--- src/rtl/dmem_port_arbiter.sv ---
`default_nettype none
// +----------------------------------------------------------------------------+
// | dmem_port_arbiter: round-robin share of one data-memory port, with lock.   |
// | Rev 1.0                                                                    |
// +----------------------------------------------------------------------------+
module dmem_port_arbiter #(
  parameter int N_REQ    = 3,
  parameter int LOCK_MAX = 16
) (
  input  logic                 clk_i,
  input  logic                 reset_i,
  input  logic [N_REQ-1:0]     req_valid_i,
  output logic [N_REQ-1:0]     req_ready_o,
  input  logic [N_REQ-1:0]     req_lock_i,
  input  logic [N_REQ*32-1:0]  req_addr_i,
  input  logic [N_REQ*32-1:0]  req_wdata_i,
  input  logic [N_REQ*4-1:0]   req_wmask_i,
  output logic [N_REQ-1:0]     rsp_valid_o,
  output logic [31:0]          rsp_data_o,
  output logic                 lock_timeout_o,
  output logic                 mem_cen_o,
  output logic [3:0]           mem_wmask_o,
  output logic [31:0]          mem_addr_o,
  output logic [31:0]          mem_wdata_o,
  input  logic [31:0]          mem_rdata_i
);

  localparam int IDX_W = $clog2(N_REQ);
  localparam int CNT_W = $clog2(LOCK_MAX + 1);

  typedef enum logic [0:0] {
    ST_IDLE   = 1'b0,
    ST_LOCKED = 1'b1
  } state_e;

  state_e             state_q, state_d;
  logic [IDX_W-1:0]   owner_q, owner_d;
  logic [IDX_W-1:0]   last_q, last_d;
  logic [CNT_W-1:0]   idle_cnt_q, idle_cnt_d;
  logic [N_REQ-1:0]   rsp_valid_q, rsp_valid_d;
  logic               lock_timeout_q, lock_timeout_d;

  logic               gnt_any;
  logic [IDX_W-1:0]   gnt_idx;
  logic [IDX_W-1:0]   scan_idx;
  logic [N_REQ-1:0]   gnt_oh;
  logic               gnt_lock;

  // No issue is allowed while reset is held, so nothing reaches memory.
  always_comb begin
    gnt_any  = 1'b0;
    gnt_idx  = '0;
    scan_idx = '0;
    if (!reset_i) begin
      if (state_q == ST_LOCKED) begin
        if (req_valid_i[owner_q]) begin
          gnt_any = 1'b1;
          gnt_idx = owner_q;
        end
      end else begin
        for (int k = 1; k <= N_REQ; k++) begin
          scan_idx = ((int'(last_q) + k) >= N_REQ) ? IDX_W'(int'(last_q) + k - N_REQ)
                                                    : IDX_W'(int'(last_q) + k);
          if (!gnt_any && req_valid_i[scan_idx]) begin
            gnt_any = 1'b1;
            gnt_idx = scan_idx;
          end
        end
      end
    end
  end

  assign gnt_oh   = gnt_any ? (N_REQ'(1) << gnt_idx) : '0;
  assign gnt_lock = gnt_any & req_lock_i[gnt_idx];

  assign req_ready_o = gnt_oh;
  assign mem_cen_o   = gnt_any;
  assign mem_wmask_o = gnt_any ? req_wmask_i[4*int'(gnt_idx) +: 4]  : 4'b0000;
  assign mem_addr_o  = gnt_any ? req_addr_i[32*int'(gnt_idx) +: 32] : 32'd0;
  assign mem_wdata_o = gnt_any ? req_wdata_i[32*int'(gnt_idx) +: 32] : 32'd0;

  // A response registered before reset must not leak out while reset is held.
  assign rsp_valid_o    = rsp_valid_q & {N_REQ{~reset_i}};
  assign rsp_data_o     = mem_rdata_i;
  assign lock_timeout_o = lock_timeout_q;

  always_comb begin
    state_d        = state_q;
    owner_d        = owner_q;
    last_d         = last_q;
    idle_cnt_d     = idle_cnt_q;
    lock_timeout_d = 1'b0;
    rsp_valid_d    = gnt_oh;
    if (gnt_any) begin
      last_d = gnt_idx;
    end
    case (state_q)
      ST_IDLE: begin
        if (gnt_lock) begin
          state_d    = ST_LOCKED;
          owner_d    = gnt_idx;
          idle_cnt_d = '0;
        end
      end
      ST_LOCKED: begin
        if (gnt_any) begin
          if (gnt_lock) begin
            idle_cnt_d = '0;
          end else begin
            state_d = ST_IDLE;
          end
        end else if (idle_cnt_q == CNT_W'(LOCK_MAX - 1)) begin
          state_d        = ST_IDLE;
          idle_cnt_d     = '0;
          lock_timeout_d = 1'b1;
        end else if (idle_cnt_q != CNT_W'(LOCK_MAX)) begin
          idle_cnt_d = idle_cnt_q + CNT_W'(1);
        end
      end
      default: begin
        state_d = ST_IDLE;
      end
    endcase
  end

  always_ff @(posedge clk_i) begin
    if (reset_i) begin
      state_q        <= ST_IDLE;
      owner_q        <= '0;
      last_q         <= IDX_W'(N_REQ - 1);
      idle_cnt_q     <= '0;
      rsp_valid_q    <= '0;
      lock_timeout_q <= 1'b0;
    end else begin
      state_q        <= state_d;
      owner_q        <= owner_d;
      last_q         <= last_d;
      idle_cnt_q     <= idle_cnt_d;
      rsp_valid_q    <= rsp_valid_d;
      lock_timeout_q <= lock_timeout_d;
    end
  end

endmodule
`default_nettype wire

--- config.mk ---
export PLATFORM = sky130hd
export DESIGN_NAME = dmem_port_arbiter
export DESIGN_NICKNAME = d
export VERILOG_FILES = /design/src/rtl/dmem_port_arbiter.sv
export SDC_FILE = /design/constraint.sdc
export NUM_CORES = 1
export LEC_CHECK = 0
export ABC_AREA = 1
export ABC_CLOCK_PERIOD_IN_PS = 5780
export CAP_MARGIN = 20
export CORE_AREA = 2 2 137 139
export CTS_CLUSTER_DIAMETER = 200
export DETAILED_ROUTE_END_ITERATION = 16
export DIE_AREA = 0 0 139 141
export HOLD_SLACK_MARGIN = 0.05
export PLACE_DENSITY = 0.58
export SLEW_MARGIN = 40
export SYNTH_ARGS = -nofsm -noshare
export SYNTH_HDL_FRONTEND = slang
export SYNTH_SLANG_ARGS = --single-unit
export TNS_END_PERCENT = 20
--- constraint.sdc ---
create_clock -name clk_i -period 5.78 [get_ports clk_i]
set_clock_uncertainty 0.2 [all_clocks]
set_input_delay 1.445 -clock clk_i [delete_from_list [all_inputs] [get_ports clk_i]]
set_output_delay 1.445 -clock clk_i [all_outputs]
set_load 0.01 [all_outputs]
==> results by group <==
Worst hold path
  • WHS Path Cells: 2
  • Worst min-delay path startpoint: owner_q[1]$_SDFFE_PP0P_
  • Worst min-delay path class: reg -> reg
  • Hold path endpoint: owner_q[1]$_SDFFE_PP0P_

GRT
  • First-pass GRT wire length: 21.1 mm
  • Grt ovf: 0
  • Total GRT Usage: 13.5%
  • Initial antenna violation count: 0
  • Vias in the first global route: 3912
  • Largest net degree at the start of global routing: 36

Routing
  • DRT Wirelength: 14.5 mm
  • Via-to-Cell Ratio: 4.07
  • Drt first pass iters: 4
  • Wire length per cell: 14.4 um
  • Via count: 4092
  • DR iter-0 viols: 138
  • Detail Route Antenna Nets: 0
  • Post-detailed-route DRC marker count: 0

Layout
  • Area delta synth->final: 118%
  • Leading cell type in the layout, fill and taps excluded: clkdlybuf4s50_1
  • Share of cells above drive strength 1: 4.79%
  • Fin area: 0.00572 sq mm
  • Most frequent cells in the layout: 277 x clkdlybuf4s50_1, 267 x nand2_1, 76 x nand3_1, 44 x inv_1
  • Diode count: 0
  • Post-layout nets: 1022

Power and ir drop
  • Pwr/cell area: 459 mW/mm^2
  • Sequential share of power: 5.3%
  • Net load switching power: 1.25 mW
  • Total power: 2.62 mW
  • Cell Int Power: 1.37 mW
  • Max VDD drop: 186 uV
  • Leak: 2.65 nW
  • Combinational share of power: 89.2%
  • Sw frac: 47.6%
  • Power share of the clock group: 5.5%

Setup path
  • Worst reg2reg setup slack: 2.82 ns
  • Critical path fanouts, max: 18
  • Critical Path AT: 3.95 ns
  • Crit Reg-Reg Startpoint: last_q[0]$_SDFFE_PP0P_
  • Worst Path Required: 4.14 ns
  • Reg2reg end: idle_cnt_q[4]$_SDFFE_PP0P_
  • CP Capture Type: output pin
  • Reg2Reg Depth: 20
  • Critical path type: in -> out
  • Startpoint Class: primary input

Clock tree
  • Clock tree root buffer cell: clkbuf_16
  • CTS clk-pin slew, worst paths: 0.05 ns
  • Num CTS Buffers: 3
  • H-tree depth: 1
  • Post-CTS Hold Buffers: 0
  • Sink Count: 14
  • Max clock buf depth: 2
  • TritonCTS clock tree: built
  • Worst-skew pair later-pin latency: 0.24 ns

Synthesis
  • Seq/Total Area, Yosys: 10.7%
  • Mapped Area: 0.00262 sq mm
  • FF+latch count, synth: 14
  • Netlist cell types: 27
  • Ys Warns: 0
  • Synth Net Count: 771
  • Avg Cell Area, Syn: 5.03 sq um
  • Gate Count Post-Synth: 522

Status
  • Outcome: completed

STA
  • Worst-Margin Slew: 0.339 ns
  • Max Slew Vio Count: 0
  • Fin crit share: 96.8%
  • RSZ-0062 raised after global routing: yes
  • Rel. slew slack: 77.3%
  • Post-layout minimum cycle time: 5.60 ns
  • Fmax: 179 MHz
  • Final hold violations: 0
  • Finish-stage setup viols: 0

Floorplanning
  • Die area: 0.0196 sq mm
  • Die span in x: 139 um
  • Rows: 50
  • Die H: 141 um
  • Core area: 0.0183 sq mm
  • I/O Pins: 352
  • Starting Density: 14.4%

Place
  • Placement-stage cell area: 0.00556 sq mm
  • Gp weighted congestion: 0.868
  • HPWL after DPL: 12.2 mm
  • Buffers on Ports: 287

Flow run
  • Max Cap Viol: 0
==> logic make-up (layout without fill, tap and decap cells) <==
family / after synthesis / count (layout) / share of synthesized area, %
xor gates and xnor gates: 1 / 1 / 0.334
adders and majority gates: 5 / 5 / 2.38
DFF: 14 / 14 / 10.7
AOI/OAI and AO/OA: 20 / 20 / 4.63
buffers and inverters: 109 / 359 / 22.7
and+or+nand+nor: 373 / 373 / 59.2
==> worst max-delay path, cell delays in order <==
cell and delay, ns:
clkdlybuf4s50_1 0.52, inv_1 0.08, nand2_1 0.06, nand3_1 0.09, nand2_1 0.09, nor2_1 0.05, nand2_1 0.06, nand4_1 0.14
nand3_2 0.16, inv_8 0.09, nor2_8 0.13, nand2_2 0.08, inv_4 0.08, buf_12 0.14, nand2_1 0.06, nand3_1 0.11
clkdlybuf4s50_1 0.56
==> stage by stage <==
stage               instances  hold slack (ns)  TNS [ns]  setup WS, ns  utilization [%]
global placement          998            0.284         0         0.145             30.4
detailed placement        998            0.288         0         0.144             30.4
floorplan                 522            0.251         0          1.39                -
global route             1006            0.321   -0.0481       -0.0132             31.3
finish                   1006            0.308         0         0.183             31.3
CTS                      1002            0.303         0         0.134             30.9
==> timing repair <==
item,CTS,global route
resized for setup,0,14
buffers inserted,0,4
setup endpoints to repair,0,67
==> final cells by class <==
cell class,count,area (sq um)
fill,2043,12600
inverter,52,208
tap,234,293
timing repair buffer,303,3100
clock buffer,4,88.8
sequential,14,280
multi-input combinational,399,1750
==> cell usage after synthesis <==
| library cell | instances | area [sq um] |
|---|---|---|
| o211ai_1 | 1 | 7.51 |
| nor2_8 | 1 | 20.0 |
| nand3_2 | 1 | 10.0 |
| ha_1 | 5 | 62.6 |
| nor2_2 | 3 | 18.8 |
| a31oi_1 | 10 | 62.6 |
| buf_6 | 5 | 56.3 |
| o31ai_1 | 1 | 7.51 |
| o21ai_0 | 3 | 15.0 |
| inv_1 | 44 | 165 |
| o22ai_1 | 1 | 6.26 |
| nor2_1 | 14 | 52.6 |
| inv_2 | 5 | 18.8 |
| nand2_4 | 1 | 11.3 |
| clkbuf_1 | 6 | 22.5 |
| nor3_1 | 3 | 15.0 |
| xor2_1 | 1 | 8.76 |
| buf_4 | 34 | 255 |
| a21boi_0 | 1 | 7.51 |
| nand2_1 | 267 | 1000 |
| a21oi_1 | 3 | 15.0 |
| inv_4 | 3 | 18.8 |
| nand3_1 | 76 | 380 |
| dfxtp_1 | 14 | 280 |
| nand2_2 | 3 | 18.8 |
| buf_2 | 12 | 60.1 |
| nand4_1 | 4 | 25.0 |
==> power by group through the flow <==
stage	clock network, mW	logic (mW)	registers, mW
4_1_cts	0.147	2.36	0.138
3_5_place_dp	0	2.35	0.140
5_1_grt	0.151	2.58	0.141
2_1_floorplan	0	1.21	0.135
3_3_place_gp	0	2.36	0.139
6_report	0.145	2.34	0.138
==> layer usage <==
metal | global-route usage, % | vias up | wire length [um]
li1 | - | 2087 | -
met1 | 14.4 | 1792 | 5130
met2 | 26.3 | 191 | 7940
met3 | 3.33 | 22 | 1120
met4 | 3.46 | 0 | 269
met5 | 0 | - | 0
==> worst max path at each step <==
stage / endpoint / cells past startpoint / from
finish: mem_addr_o[28] / 17 / req_valid_i[0]
global route: mem_addr_o[19] / 17 / req_valid_i[0]
CTS: mem_wmask_o[0] / 15 / req_valid_i[0]
detailed placement: mem_wmask_o[0] / 15 / req_valid_i[0]
global placement: mem_addr_o[21] / 15 / req_valid_i[0]
floorplan: mem_addr_o[15] / 14 / req_valid_i[1]
==> state kept, by name, summed over array words and instances (netlist names) <==
signal          count
last_q              2
idle_cnt_q          5
lock_timeout_o      1
rsp_valid_q         3
state_q             1
owner_q             2
(Power assumes the default switching activity.)
